`src/rtl/noc_sched_pkg.sv`:
```
// Shared constants and helpers for the router output-link scheduler.
package noc_sched_pkg;

    localparam int DEF_NUM_VC   = 4;
    localparam int DEF_NUM_BITS = 32;
    localparam int DEF_CREDITS  = 8;

    function automatic int clog2(input int v);
        int r;
        r = 0;
        while ((1 << r) < v) r++;
        return r;
    endfunction

    localparam int DEF_VC_W = clog2(DEF_NUM_VC);

endpackage

```
`src/rtl/rr_arbiter.sv`:
```
// Combinational round-robin pick: first requester at or after ptr, wrapping.
module rr_arbiter
    import noc_sched_pkg::*;
#(
    parameter int N = DEF_NUM_VC,
    parameter int W = clog2(N)
) (
    input  logic [N-1:0] req,
    input  logic [W-1:0] ptr,
    output logic [N-1:0] gnt,
    output logic [W-1:0] idx,
    output logic         any
);

    logic [W-1:0] cand;

    always_comb begin
        gnt  = '0;
        idx  = '0;
        any  = 1'b0;
        cand = '0;
        for (int k = 0; k < N; k++) begin
            cand = W'((int'(ptr) + k) % N);
            if (!any && req[cand]) begin
                any       = 1'b1;
                gnt[cand] = 1'b1;
                idx       = cand;
            end
        end
    end

endmodule

```
`src/rtl/vc_link_scheduler.sv`:
```
// Credit-gated round-robin scheduler sharing one output link among NUM_VC FIFOs.
// Define VC_SCHED_STATS_EN to add per-VC 16-bit grant counters on grant_cnt.
module vc_link_scheduler
    import noc_sched_pkg::*;
#(
    parameter int NUM_VC   = DEF_NUM_VC,
    parameter int NUM_BITS = DEF_NUM_BITS,
    parameter int CREDITS  = DEF_CREDITS
) (
    input  logic                       clk,
    input  logic                       rst_n,
    input  logic                       sched_en,
    input  logic [NUM_VC-1:0]          fifo_empty,
    input  logic [NUM_VC*NUM_BITS-1:0] fifo_data,
    output logic [NUM_VC-1:0]          fifo_rd_en,
    input  logic [NUM_VC-1:0]          credit_ret,
    output logic                       link_valid,
    output logic [clog2(NUM_VC)-1:0]   link_vc,
    output logic [NUM_BITS-1:0]        link_data,
    output logic                       cred_err
`ifdef VC_SCHED_STATS_EN
    ,
    output logic [NUM_VC*16-1:0]       grant_cnt
`endif
);

    localparam int VC_W = clog2(NUM_VC);
    localparam int CW   = clog2(CREDITS + 1);

    logic                              run_q;
    logic [VC_W-1:0]                   ptr_q;
    logic [VC_W-1:0]                   vc_q;
    logic                              vld_q;
    logic                              cred_err_q;
    logic [NUM_VC-1:0][CW-1:0]         credit_q;
    logic [NUM_VC-1:0]                 elig;
    logic [NUM_VC-1:0]                 ovf;
    logic [NUM_VC-1:0]                 gnt;
    logic [VC_W-1:0]                   gnt_idx;
    logic                              any_gnt;
    logic [NUM_VC-1:0][NUM_BITS-1:0]   fifo_vec;

    assign fifo_vec = fifo_data;

    // run_q keeps the first cycle after reset release free of pops.
    always_comb begin
        elig = '0;
        ovf  = '0;
        for (int i = 0; i < NUM_VC; i++) begin
            elig[i] = !fifo_empty[i] && (credit_q[i] != '0) && sched_en && run_q;
            ovf[i]  = credit_ret[i] && !gnt[i] && (credit_q[i] == CW'(CREDITS));
        end
    end

    rr_arbiter #(.N(NUM_VC), .W(VC_W)) u_arb (
        .req (elig),
        .ptr (ptr_q),
        .gnt (gnt),
        .idx (gnt_idx),
        .any (any_gnt)
    );

    assign fifo_rd_en = gnt;

    always_ff @(posedge clk or negedge rst_n) begin
        if (!rst_n) begin
            run_q      <= 1'b0;
            ptr_q      <= '0;
            vld_q      <= 1'b0;
            vc_q       <= '0;
            cred_err_q <= 1'b0;
        end else begin
            run_q <= 1'b1;
            vld_q <= any_gnt;
            if (any_gnt) begin
                vc_q  <= gnt_idx;
                ptr_q <= (gnt_idx == VC_W'(NUM_VC - 1)) ? '0 : gnt_idx + 1'b1;
            end
            if (|ovf) cred_err_q <= 1'b1;
        end
    end

    // Grant and return in the same cycle cancel; returns saturate at CREDITS.
    always_ff @(posedge clk or negedge rst_n) begin
        if (!rst_n) begin
            for (int i = 0; i < NUM_VC; i++) credit_q[i] <= CW'(CREDITS);
        end else begin
            for (int i = 0; i < NUM_VC; i++) begin
                if (gnt[i] && !credit_ret[i])
                    credit_q[i] <= credit_q[i] - 1'b1;
                else if (!gnt[i] && credit_ret[i] && credit_q[i] != CW'(CREDITS))
                    credit_q[i] <= credit_q[i] + 1'b1;
            end
        end
    end

    assign link_valid = vld_q;
    assign link_vc    = vc_q;
    assign link_data  = vld_q ? fifo_vec[vc_q] : '0;
    assign cred_err   = cred_err_q;

`ifdef VC_SCHED_STATS_EN
    logic [NUM_VC-1:0][15:0] cnt_q;

    always_ff @(posedge clk or negedge rst_n) begin
        if (!rst_n) begin
            cnt_q <= '0;
        end else begin
            for (int i = 0; i < NUM_VC; i++)
                if (gnt[i]) cnt_q[i] <= cnt_q[i] + 16'd1;
        end
    end

    assign grant_cnt = cnt_q;
`else
`endif

endmodule

```
`config.mk`:
```
export PLATFORM = sky130hd
export DESIGN_NAME = vc_link_scheduler
export DESIGN_NICKNAME = d
export VERILOG_FILES = /design/src/rtl/noc_sched_pkg.sv /design/src/rtl/rr_arbiter.sv /design/src/rtl/vc_link_scheduler.sv
export SDC_FILE = /design/constraint.sdc
export NUM_CORES = 1
export LEC_CHECK = 0
export ABC_CLOCK_PERIOD_IN_PS = 10010
export CORE_ASPECT_RATIO = 1.2
export CORE_MARGIN = 3
export CORE_UTILIZATION = 43
export CTS_CLUSTER_SIZE = 30
export DETAILED_ROUTE_END_ITERATION = 8
export MAX_ROUTING_LAYER = met4
export PLACE_DENSITY_LB_ADDON = 0.05
export SLEW_MARGIN = 20
export SYNTH_ARGS = -nofsm -noshare
export SYNTH_HDL_FRONTEND = slang
export SYNTH_SLANG_ARGS = --single-unit
```
`constraint.sdc`:
```
create_clock -name clk -period 10.01 [get_ports clk]
set_input_delay 1.5015 -clock clk [delete_from_list [all_inputs] [get_ports clk]]
set_output_delay 1.5015 -clock clk [all_outputs]
set_load 0.05 [all_outputs]
```
==> flow_results.org <==
** Routing
- After detailed routing, the average wire length per cell comes to 20.2 µm.
- Met3 wire length :: 897 µm
- Routed metal-1 wire length :: 4270 µm
- Routed signal wires occupy layers up through met4.
- Total wire length after detailed routing :: 11,200 µm
- In the detailed route, the total length drawn on met2 is 5900 µm.
- Post-detailed-route via-to-cell ratio :: 5.54
- Total vias in the final route :: 3,057
- Count of nets left with antenna violations after detail routing :: 0
- In the routed design, unresolved DRC markers number 0.
- First drt pass iteration count :: 4
- For this block, the initial DRC count from the detailed router was 107.

** Yosys
- Area share of the largest cell type after synthesis :: 0.228
- Average instance area after synthesis :: 10.6 µm²
- Synthesis inferred 23 register bits.
- Sequential cell area fraction in the yosys report :: 0.184
- After synthesis, the cell types taking the most area are mux4_2 (23%), dfrtp_1 (15%), ha_1 (6.7%), and2_1 (6.5%), mux2_2 (4.3%).
- Most used flip-flop cell after synthesis :: dfrtp_1
- Netlist area before placement :: 3160 µm²
- The number of nets handed over by synthesis was 457.
- Total of warnings raised by yosys :: 0
- Gate count of the mapped netlist :: 297
- The largest total area in the synthesized netlist belongs to mux4_2.
- Count of flip-flops with a built-in enable after synthesis :: 0
- After synthesis, the share of flip-flops with an asynchronous set or reset is 1.00.
- The netlist uses 56 different library cells.

** Placement
- Worst slack after detailed placement :: 3.83 ns
- At the end of routability-driven placement, the weighted congestion stood at 0.857.
- Detailed placement ended at an HPWL of 9350 µm.
- Count of port buffers added during placement :: 178
- In this run the cell area measured after placement is 5000 µm².

** Setup path
- The setup path with the least slack is of type in -> out.
- Terminus of the critical flop-to-flop path :: credit_q[11]
- The slowest stage of the critical path is the clkdlybuf4s50_1 cell.
- Crit path launch type :: input port
- Data on the critical path arrives at its endpoint at 4.68 ns.
- Delay of the slowest critical-path stage :: 0.80 ns
- STA classifies the critical path endpoint as a primary output.
- Count of cells along the worst register-to-register path :: 14
- Count of buffer and inverter cells on the critical path :: 3
- WP data required :: 8.51 ns
- Traced cell by cell, the critical path runs through clkdlybuf4s50_1 -> and2_1 -> a32oi_4 -> or3_1 -> a211oi_4 -> a221oi_4 -> inv_1 -> clkdlybuf4s50_1.
- Cell family with most CP delay :: buffers and inverters
- In this run the critical register-to-register path is launched from ptr_q[0].
- Across all register-to-register paths, the minimum setup slack is 5.67 ns.
- CP most frequent cell :: clkdlybuf4s50_1
- Of all nets on the critical path, the largest fanout is 9.
- Launch point of the critical path :: sched_en
- The critical path runs through a total of 8 cells.
- Setup crit end :: fifo_rd_en[0]

** Clocking
- In this run, post-CTS repair resized a total of 0 instances.
- In this run the clock root is driven by a clkbuf_8.
- The number of setup buffers added after CTS is 0.
- Register clock-pin slew on the reported worst setup and hold paths :: 0.08 ns
- Clock tree from TritonCTS :: done
- Later-pin clock latency in the skew report :: 0.27 ns
- Total CTS buffers :: 3
- Hold repair after CTS inserted 0 buffers.
- In this run the deepest clock path goes through 2 buffers.
- Clock tree sinks :: 23
- H-Tree Level Count :: 1

** Floorplanning
- Total Die Area :: 8410 µm²
- In this run the count of I/O pins placed on the die edge is 179.
- Initial core utilization :: 0.452
- Core Footprint :: 6980 µm²
- In this run the core area contains 33 standard-cell rows.
- Measured along the x axis, the die boundary spans 84.2 µm.
- Die height :: 99.8 µm

** Finish
- The number of antenna diodes in the final layout is 0.
- For this run, the share of the core covered by cells in the final layout is 0.722.
- Synthesis-to-layout area growth :: 59.8%
- Design area :: 5040 µm²
- In the final layout, the share of cells above drive strength 1 is 0.155.
- Number of nets in the layout :: 626
- The layout has 524 filler cells.

** Timing
- On the final layout, the worst clock skew is 0.00838 ns.
- Slew at the pin closest to its max-slew limit :: 0.869 ns
- Adding up every negative setup slack in the final design gives 0 ns.
- Dividing the final minimum period by the clock period gives 0.618.
- Hold violation count in the final report :: 0
- Final setup violation count :: 0
- The number of slew-limit violations in the final report was 0.
- Normalized max-slew margin :: 0.421
- Post-route minimum period :: 6.19 ns
- Across all setup checks in the final design, the least slack found is 3.82 ns.
- Derived from the worst setup path, the maximum achievable clock frequency is 162 MHz.
- RSZ-0062 raised after global routing :: no

** Outcome
- Result of the run :: completed

** Global routing
- The first global-routing pass estimated 17,600 µm of wire.
- Number of global-route vias before repair :: 3,203
- Congestion Overflow GR :: 0
- Number of antenna violations at the first check in global routing :: 0
- For this run, the total global-route usage over all layers was measured as 0.271.
- Pin count of the biggest net entering global routing :: 35

** Run
- Max_cap viols :: 0

** Pwr
- Static power due to leakage :: 2.03 nW
- In this run the power density over the cells is 272 nW/µm².
- VDD sags by at most 0.189 mV.

** Min path
- The tightest min-delay check is of the reg -> reg type.
[layer usage]
| layer | vias up | track usage |
|---|---|---|
| li1 | 1463 | - |
| met3 | 9 | 0.0747 |
| met1 | 1474 | 0.310 |
| met5 | - | - |
| met4 | 0 | 0.0408 |
| met2 | 111 | 0.482 |
[worst reg2reg max path: stages (launching register included)]
cell and delay [ns]:
dfrtp_1 0.70, inv_1 0.23, ha_1 0.57, inv_1 0.21, mux2i_1 0.22, a21oi_1 0.56, a221oi_4 0.21, or2_2 0.36
inv_1 0.09, ha_1 0.23, a21o_1 0.17, a21oi_1 0.23, nor3b_1 0.08, mux2_2 0.27, mux2i_1 0.15
[synthesized netlist by cell type (all sizes together) (5+ instances only)]
library cell,number
and2,33
a21oi,6
nor2b,7
clkbuf,11
inv,26
mux4,32
dfrtp,19
nand4,5
nand2,20
mux2,12
o22ai,12
nor3,6
ha,17
mux2i,12
a21o,7
[placed cells by master (no fill, tap or decap), types with 3 or more instances in the layout]
| master | Yosys | final |
|---|---|---|
| clkdlybuf4s50_1 | 0 | 177 |
| and2_1 | 33 | 33 |
| mux4_2 | 32 | 32 |
| inv_1 | 26 | 26 |
| nand2_1 | 20 | 20 |
| dfrtp_1 | 19 | 18 |
| ha_1 | 17 | 17 |
| mux2i_1 | 12 | 12 |
| o22ai_1 | 12 | 12 |
| mux2_2 | 12 | 12 |
| nor2b_1 | 7 | 7 |
| a21o_1 | 7 | 7 |
| a21oi_1 | 6 | 6 |
| nor3_1 | 6 | 6 |
| or2_2 | 4 | 4 |
| xor2_1 | 4 | 4 |
| xnor2_1 | 4 | 4 |
| nand4_1 | 4 | 4 |
| fa_1 | 4 | 4 |
| dfstp_2 | 4 | 4 |
| nand3_1 | 3 | 3 |
| a221oi_4 | 3 | 3 |
| o21ai_0 | 3 | 3 |
| nor3b_1 | 3 | 3 |
| clkbuf_8 | 0 | 3 |
[metrics by stage]
stage,std cells,hold slack [ns],power (W)
4_1_cts,552,0.488,0.00138
5_1_grt,552,0.509,0.00147
6_report,552,0.485,0.00137
2_1_floorplan,297,0.480,0.00101
3_3_place_gp,548,0.465,0.00130
3_5_place_dp,548,0.469,0.00132
[kinds of logic after synthesis]
| group | count (synthesis) | share of synthesized area |
|---|---|---|
| flops | 23 | 0.184 |
| buf+inv | 41 | 0.0492 |
| mux | 56 | 0.309 |
| simple gates | 99 | 0.200 |
| other cells | 1 | 0.00119 |
| fa+ha+maj | 21 | 0.0928 |
| compound gates | 48 | 0.142 |
| xor+xnor | 8 | 0.0222 |
[layout make-up]
cell class              count  area [µm²]  share of cell area
clock buffers               3        41.3             0.00819
clock inverters             1        5.00            0.000993
inverters                  26        97.6              0.0194
multi-input cells         233        2420               0.480
flip-flops and latches     23         584               0.116
well taps                  87         109              0.0216
repair buffers            179        1780               0.354
[flip-flops by register name, summed over array words and instances (netlist names)]
name	count
credit_q	16
link_valid	1
cred_err	1
link_vc	2
ptr_q	2
run_q	1
[report_power, final]
part	internal [W]	switching [W]
Clock	0.0000278	0.0000306
Sequential	0.000145	0.000115
Combinational	0.000480	0.000572
Total	0.000653	0.000718
[worst min-delay path by stage]
stage / startpoint / depth (start not counted) / slack, ns / to
after floorplan: credit_q[11] / 1 / 0.48 / credit_q[11]
after global placement: link_vc[1] / 1 / 0.47 / link_vc[1]
after detailed placement: link_vc[1] / 1 / 0.47 / link_vc[1]
after CTS: link_vc[1] / 1 / 0.49 / link_vc[1]
after global routing: link_vc[1] / 1 / 0.51 / link_vc[1]
final: link_vc[1] / 1 / 0.49 / link_vc[1]
No activity file was read; power rests on OpenSTA's default activity.
